===== config.mk =====
export PLATFORM = sky130hd
export DESIGN_NAME = fifo_burst_serializer
export DESIGN_NICKNAME = d
export VERILOG_FILES = /design/src/rtl/fifo_burst_serializer.sv
export SDC_FILE = /design/constraint.sdc
export NUM_CORES = 1
export LEC_CHECK = 0
export CAP_MARGIN = 5
export CORE_ASPECT_RATIO = 0.6
export CORE_MARGIN = 1.5
export CORE_UTILIZATION = 36
export CTS_CLUSTER_DIAMETER = 30
export DETAILED_ROUTE_END_ITERATION = 16
export PLACE_DENSITY = 0.66
export RECOVER_POWER = 25
export REMOVE_ABC_BUFFERS = 1
export SLEW_MARGIN = 25
export SYNTH_ARGS = -nofsm -noshare
export SYNTH_HDL_FRONTEND = slang
export SYNTH_SLANG_ARGS = --single-unit
export TNS_END_PERCENT = 100

===== constraint.sdc =====
create_clock -name clk -period 3.9 [get_ports clk]
set_input_delay 0.78 -clock clk [delete_from_list [all_inputs] [get_ports clk]]
set_output_delay 0.78 -clock clk [all_outputs]
set_load 0.05 [all_outputs]

===== src/rtl/fifo_burst_serializer.sv =====
// fifo_burst_serializer
//   Pops a burst of len words from a first-word-fall-through FIFO read port and
//   sends each word MSB-first as Width/OutWidth chunks on a valid/ready stream.
//   Pulses done for one cycle when the whole burst has been accepted.
// Ports
//   clk, rst_n          clock, asynchronous active-low reset
//   start, len          burst request and length in words (sampled in IDLE)
//   abort               synchronous cancel, priority over start
//   busy, done          burst in progress / one-cycle completion pulse
//   fifo_r              FIFO pop strobe (combinational, only when fifo_rok=1)
//   fifo_rd, fifo_rok   FIFO head word / FIFO non-empty
//   out_valid, out_data, out_last, out_ready   narrow output stream
module fifo_burst_serializer #(
   parameter int unsigned Width    = 12,
   parameter int unsigned OutWidth = 4,
   parameter int unsigned LenWidth = 16
) (
   input  logic                clk,
   input  logic                rst_n,
   input  logic                start,
   input  logic [LenWidth-1:0] len,
   input  logic                abort,
   output logic                busy,
   output logic                done,
   output logic                fifo_r,
   input  logic [Width-1:0]    fifo_rd,
   input  logic                fifo_rok,
   output logic                out_valid,
   output logic [OutWidth-1:0] out_data,
   output logic                out_last,
   input  logic                out_ready
);

   localparam int unsigned Chunks = Width / OutWidth;
   localparam int unsigned CntW   = (Chunks > 1) ? $clog2(Chunks) : 1;

   typedef enum logic [1:0] {
      S_IDLE  = 2'd0,
      S_FETCH = 2'd1,
      S_SHIFT = 2'd2,
      S_DONE  = 2'd3
   } state_t;

   state_t              r_state;
   logic [Width-1:0]    r_shreg;
   logic [CntW-1:0]     r_cnt;
   logic [LenWidth-1:0] r_rem;

   logic w_hs;
   logic w_word_end;
   logic w_last_word;
   logic w_pop;

   // Handshake and end-of-word decode
   assign w_hs        = (r_state == S_SHIFT) && out_ready;
   assign w_word_end  = w_hs && (r_cnt == '0);
   assign w_last_word = (r_rem == LenWidth'(1));

   // Pop either to fill from FETCH or to reload back-to-back at the end of a
   // non-final word; abort suppresses any pop in its cycle
   assign w_pop = !abort && fifo_rok &&
                  ((r_state == S_FETCH) || (w_word_end && !w_last_word));

   assign fifo_r    = w_pop;
   assign busy      = (r_state == S_FETCH) || (r_state == S_SHIFT);
   assign done      = (r_state == S_DONE);
   assign out_valid = (r_state == S_SHIFT);
   assign out_data  = (r_state == S_SHIFT) ? r_shreg[Width-1 -: OutWidth] : '0;
   assign out_last  = (r_state == S_SHIFT) && (r_cnt == '0) && w_last_word;

   // Burst control FSM with word shift register and counters
   always_ff @(posedge clk or negedge rst_n) begin
      if (!rst_n) begin
         r_state <= S_IDLE;
         r_shreg <= '0;
         r_cnt   <= '0;
         r_rem   <= '0;
      end else if (abort) begin
         // captured word is dropped, nothing is returned to the FIFO
         r_state <= S_IDLE;
         r_shreg <= '0;
         r_cnt   <= '0;
         r_rem   <= '0;
      end else begin
         case (r_state)
            S_IDLE: begin
               if (start) begin
                  if (len != '0) begin
                     r_rem   <= len;
                     r_state <= S_FETCH;
                  end else begin
                     r_state <= S_DONE;
                  end
               end
            end
            S_FETCH: begin
               if (fifo_rok) begin
                  r_shreg <= fifo_rd;
                  r_cnt   <= CntW'(Chunks - 1);
                  r_state <= S_SHIFT;
               end
            end
            S_SHIFT: begin
               if (w_hs) begin
                  if (r_cnt != '0) begin
                     r_shreg <= r_shreg << OutWidth;
                     r_cnt   <= r_cnt - CntW'(1);
                  end else begin
                     r_rem <= r_rem - LenWidth'(1);
                     if (w_last_word) begin
                        r_state <= S_DONE;
                     end else if (fifo_rok) begin
                        r_shreg <= fifo_rd;
                        r_cnt   <= CntW'(Chunks - 1);
                     end else begin
                        r_state <= S_FETCH;
                     end
                  end
               end
            end
            S_DONE: begin
               r_state <= S_IDLE;
            end
            default: begin
               r_state <= S_IDLE;
            end
         endcase
      end
   end

endmodule


==> flow_metrics.env, run 1 <==
export IMPL_status="finished, violations left"
export IMPL_violations="max-capacitance violations, max-slew violations"
export IMPL_post_cts_buffers=0
export IMPL_synth_seq_cells=32
export IMPL_post_cts_resized=0
export IMPL_p_int_mw=0.972
export IMPL_ys_warn_count=0
export IMPL_yosysUniqueCellTypes=46
export IMPL_postRouteAntennaNets=0
export IMPL_fin_worst_skew_ns=0.0102
export IMPL_diodes=0
export IMPL_p_leak_nw=1.15
export IMPL_clock_sinks=32
export IMPL_critPathMaxStageDelay_ns=0.44
export IMPL_cts_tree="built"
export IMPL_timing_setup_tns_ns=0
export IMPL_insertion_delay_ns=0.29
export IMPL_route_detailed_wl_per_inst_um=16.1
export IMPL_cap_violations=1
export IMPL_num_vias=2065
export IMPL_p_clk_share_pct=20.6
export IMPL_seq_area_frac_synth_pct=36.8
export IMPL_finalCritPeriodShare_pct=83.0
export IMPL_slew_viol_final=33
export IMPL_die_height_um=63.2
export IMPL_grt_use_total_pct=20.1
export IMPL_cp_required_ns=3.12
export IMPL_tightest_slew_ns=1.78
export IMPL_synth_ff_type="dfrtp_1"
export IMPL_grt_pass1_wl_mm=10.1
export IMPL_async_flop_share_pct=100
export IMPL_p_per_area_mw_per_mm2=607
export IMPL_synth_area_leaders="dfrtp_1 (37%), o21ai_0 (6.7%), nor2_1 (5.4%)"
export IMPL_layout_drive_gt1_share_pct=10.4
export IMPL_relSlewSlack_pct=-18.4
export IMPL_post_route_drc_count=0
export IMPL_yosys_area_top_type="dfrtp_1"
export IMPL_switching_share_pct=43.3
export IMPL_rsz0062_at_grt="no"
export IMPL_use_met1_pct=31.8
export IMPL_cts_path_max_buffers=2
export IMPL_postSynthAreaPerCell_um2=8.56
export IMPL_rows=21
export IMPL_crit_chain="inv_1 > ha_1 > clkinv_1 > buf_4 > or3_1 > nor2_1 > buf_12"
export IMPL_arrival_ns=2.46
export IMPL_utilization_pct=49.5
export IMPL_die_x_um=103
export IMPL_totalWireLength_mm=6.08
export IMPL_dieArea_mm2=0.00653
export IMPL_h_tree_depth=2
export IMPL_min_period_ns=3.24
export IMPL_synth_top_area_share_pct=36.8
export IMPL_grt_max_degree=33
export IMPL_place_congestion=0.882
export IMPL_gr_total_overflow=0
export IMPL_vias_per_cell=5.48
export IMPL_syn_to_final_growth_pct=29.9
export IMPL_busiest_layer="met1"
export IMPL_grtUsageMet2_pct=25.6
export IMPL_synthCells=254
export IMPL_nets=337
export IMPL_crit_fanout=19
export IMPL_num_io_pins=43
export IMPL_crit_path_end_kind="output pin"
export IMPL_hold_violations=0
export IMPL_hold_path_class="register to register"
export IMPL_slowest_stage="or3_1"
export IMPL_cts_hold_buf=0
export IMPL_first_pass_iters=5
export IMPL_p_comb_share_pct=48.7
export IMPL_hpwl_mm=4.36
export IMPL_seqPwrFrac_pct=30.6
export IMPL_num_fill_cells=551
export IMPL_met3_usage_pct=5.11
export IMPL_io_buffers=42
export IMPL_finalInstanceArea_mm2=0.00282
export IMPL_cts_root_buf="clkbuf_8"
export IMPL_power_switching_mw=0.742
export IMPL_core_area_mm2=0.00570
export IMPL_fmax_ghz=0.309
export IMPL_finalSetupViolations=0
export IMPL_start_kind="register"
export IMPL_post_place_ws_ns=0.821
export IMPL_cts_made_buffers=5
export IMPL_grt_pass1_vias=2008
export IMPL_clk_pin_slew_ns=0.07
export IMPL_antenna_found_initial=0
export IMPL_initial_core_util_pct=38.1
export IMPL_worstSetupPathType="register to output pin"
export IMPL_postPlaceCellArea_mm2=0.00270
export IMPL_layout_setup_ws_ns=0.665
export IMPL_netlist_area_mm2=0.00217
export IMPL_synth_edf_count=0
export IMPL_ir_worst_vdd_uv=454
export IMPL_drt_initial_drc_count=147
-- layout by cell type, fill, tap and decap left out, drive strengths merged, types with 8 or more instances in the layout --
| cell type | count |
|---|---|
| a211o | 9 |
| a21oi | 28 |
| and2 | 8 |
| buf | 8 |
| clkbuf | 8 |
| clkdlybuf4s50 | 39 |
| dfrtp | 32 |
| mux2i | 10 |
| nand2 | 12 |
| nor2 | 31 |
| o21ai | 30 |
-- worst paths after layout --
path | from | to | slack [ns] | cells after the start
max | r_state[0] | out_last | 0.66 | 7
min | r_rem[15] | r_rem[15] | 0.49 | 1
max reg2reg | r_state[0] | r_shreg[2] | 1.29 | 8
min reg2reg | r_rem[15] | r_rem[15] | 0.49 | 1
max in group asynchronous | rst_n | r_shreg[5] | 1.37 | 2
min in group asynchronous | rst_n | r_shreg[10] | 1.49 | 2
-- flip-flops by register name (all words and copies together), names as in the netlist --
| register | flops |
|---|---|
| r_state | 2 |
| r_rem | 16 |
| r_cnt | 2 |
| r_shreg | 12 |
-- cells by family (layout without fill, tap and decap cells) --
family,after synthesis,in the layout,share of synthesized area (%)
AO/OA/AOI/OAI,90,90,27.5
flip-flops,32,32,36.8
buffers and inverters,21,64,3.97
multiplexers,10,10,4.61
adder cells (fa/ha/maj),7,7,4.03
AND/OR/NAND/NOR,94,94,23.0
-- critical path, delay by kind of cell (launching register included) --
kind / cells / cell delay, ns
adder cells (fa/ha/maj): 1 / 0.43
buffers and inverters: 4 / 0.63
AND/OR/NAND/NOR: 2 / 0.69
flip-flops: 1 / 0.41
-- through the flow --
stage / power [mW] / hold slack, ns / std cells
floorplan: 1.08 / 0.440 / 240
global placement: 1.34 / 0.473 / 369
detailed placement: 1.35 / 0.485 / 369
CTS: 1.71 / 0.499 / 377
global route: 1.85 / 0.509 / 377
finish: 1.71 / 0.489 / 377
-- cells in the mapped netlist, drive strengths merged (2+ instances only) --
master	count
dfrtp	32
nor2	31
o21ai	30
a21oi	28
nand2	12
clkbuf	11
mux2i	10
a211o	9
and2	8
ha	7
nor4	7
inv	6
nor3	6
nor2b	5
a22o	4
nand2b	4
or4	4
a311oi	3
a32oi	3
and3	3
buf	3
nor3b	3
o31ai	3
or3	3
a31oi	2
nand4	2
o21bai	2
-- final cells by class --
class	count	area [um2]	share of cell area, %
multi-input cells	201	1290	45.8
flip-flops and latches	32	801	28.4
repair buffers	49	477	16.9
well taps	80	100	3.55
clock buffers	7	96.3	3.41
clock inverters	1	30.0	1.06
inverters	7	26.3	0.931
-- metal layers --
metal	share of wire [%]	up-vias
met3	7.3	7
met2	40	71
li1	-	1018
met4	1.2	0
met5	0	-
met1	52	969
-- power groups by stage --
stage | clock (mW) | sequential, mW | combinational, mW
4_1_cts | 0.360 | 0.519 | 0.830
6_report | 0.354 | 0.525 | 0.836
5_1_grt | 0.378 | 0.541 | 0.928
3_3_place_gp | 0 | 0.520 | 0.823
3_5_place_dp | 0 | 0.525 | 0.824
2_1_floorplan | 0 | 0.491 | 0.593
Note: power is estimated with default switching activity, not from simulation.
==> inputs of run 2 (changes only) <==
clock period = 3.2 ns   (was 3.9 ns; I/O delays follow)
==> flow_metrics.env, run 2 (synthesis gave the netlist of run 1 again) <==
export IMPL_gr_total_overflow=0
export IMPL_dpl_cell_count=370
export IMPL_r2r_slack_ns=0.62
export IMPL_cts_hold_buf=0
export IMPL_die_x_um=103
export IMPL_first_pass_iters=5
export IMPL_h_tree_depth=2
export IMPL_tightest_slew_ns=1.84
export IMPL_antenna_found_initial=0
export IMPL_core_area_mm2=0.00570
export IMPL_slowest_stage="or4_4"
export IMPL_rsz0062_at_grt="no"
export IMPL_dieArea_mm2=0.00653
export IMPL_totalWireLength_mm=6.08
export IMPL_ir_worst_vdd_uv=536
export IMPL_totalPowerFinal_mw=2.10
export IMPL_diodes=0
export IMPL_cts_path_max_buffers=2
export IMPL_finalCritPeriodShare_pct=95.3
export IMPL_finalNonFillerCells=378
export IMPL_hold_violations=0
export IMPL_clock_sinks=32
export IMPL_grt_pass1_wl_mm=10.1
export IMPL_grt_max_degree=33
export IMPL_regMostFlops="r_rem"
export IMPL_cts_tree="built"
export IMPL_holdWs_ns=0.516
export IMPL_cts_root_buf="clkbuf_8"
export IMPL_drt_initial_drc_count=225
export IMPL_crit_chain="inv_1 > ha_1 > or4b_1 > or4_4 > nor2_1 > buf_12"
export IMPL_critPathMaxStageDelay_ns=0.61
export IMPL_timing_setup_tns_ns=0
export IMPL_status="finished, violations left"
export IMPL_crit_path_end_kind="output pin"
export IMPL_syn_to_final_growth_pct=30.5
export IMPL_die_height_um=63.2
export IMPL_violations="max-capacitance violations, max-slew violations"
export IMPL_rows=21
export IMPL_fmax_ghz=0.328
export IMPL_start_kind="register"
export IMPL_utilization_pct=49.7
export IMPL_postRouteAntennaNets=0
export IMPL_io_buffers=42
export IMPL_reg_largest_list="r_rem (16), r_shreg (12)"
export IMPL_worstSetupPathType="register to output pin"
export IMPL_relSlewSlack_pct=-22.4
export IMPL_grt_pass1_vias=2037
export IMPL_hold_path_class="register to register"
export IMPL_p_per_area_mw_per_mm2=742
export IMPL_arrival_ns=2.41
export IMPL_post_route_drc_count=0
export IMPL_hpwl_mm=4.50
export IMPL_p_leak_nw=1.17
export IMPL_crit_fanout=4
export IMPL_place_congestion=0.905
export IMPL_fin_worst_skew_ns=0.00784
export IMPL_insertion_delay_ns=0.29
export IMPL_vias_per_cell=5.57
export IMPL_layout_setup_ws_ns=0.152
export IMPL_finalSetupViolations=0
export IMPL_cp_required_ns=2.56
export IMPL_initial_core_util_pct=38.1
export IMPL_postPlaceCellArea_mm2=0.00271
export IMPL_finalInstanceArea_mm2=0.00284
export IMPL_route_detailed_wl_per_inst_um=16.1
export IMPL_num_io_pins=43
export IMPL_layout_commonest_cell="clkdlybuf4s50_1"
export IMPL_grt_use_total_pct=20.0
export IMPL_nets=338
export IMPL_post_cts_resized=0
export IMPL_slew_viol_final=33
export IMPL_post_cts_buffers=0
export IMPL_min_period_ns=3.05
export IMPL_cts_made_buffers=5
export IMPL_largest_reg_flops=16
export IMPL_clk_pin_slew_ns=0.07
export IMPL_post_place_ws_ns=0.436
export IMPL_num_vias=2104
export IMPL_final_cell_mix="clkdlybuf4s50_1 (36), dfrtp_1 (32), nor2_1 (31)"
export IMPL_cap_violations=1
export IMPL_layout_drive_gt1_share_pct=11.7
run 2: cell count changes in the layout (fill, tap and decap cells not counted), sizes merged:
cell           delta
buf               +4
clkdlybuf4s50     -3
run 2: worst paths after layout:
kind | startpoint | cells after the start | end
worst max-delay path | r_rem[1] | 6 | out_last
worst min-delay path | r_shreg[0] | 1 | r_shreg[0]
worst max register to register | r_rem[1] | 7 | r_shreg[2]
worst min register to register | r_shreg[0] | 1 | r_shreg[0]
max in group asynchronous | rst_n | 2 | r_rem[10]
min in group asynchronous | rst_n | 2 | r_shreg[10]
run 2: layer usage:
| metal | GRT usage [%] | routed length, um | vias up |
|---|---|---|---|
| met3 | 5.44 | 402 | 5 |
| met4 | 6.08 | 30 | 0 |
| met5 | 0 | 0 | - |
| met2 | 26.6 | 2510 | 82 |
| li1 | - | - | 1021 |
| met1 | 30.7 | 3140 | 996 |
run 2: power by group:
group	switching (mW)	internal (mW)	total, mW	leakage, nW
clock network	0.159	0.275	0.434	0.0645
registers	0.121	0.515	0.636	0.432
logic	0.629	0.405	1.03	0.670
total	0.910	1.19	2.10	1.17
run 2: worst max-delay path, delay by kind of cell (launching register included):
kind | cells | cell delay [ns]
adder cells (fa/ha/maj) | 1 | 0.13
buffers and inverters | 2 | 0.27
flip-flops | 1 | 0.41
AND/OR/NAND/NOR | 3 | 1.32
run 2: final cells by class:
class	instances	area [um2]
clock buffer	7	96.3
clock inverter	1	30.0
fill	543	2870
inverter	7	26.3
multi-input combinational	201	1290
sequential	32	801
tap	80	100
timing repair buffer	50	489
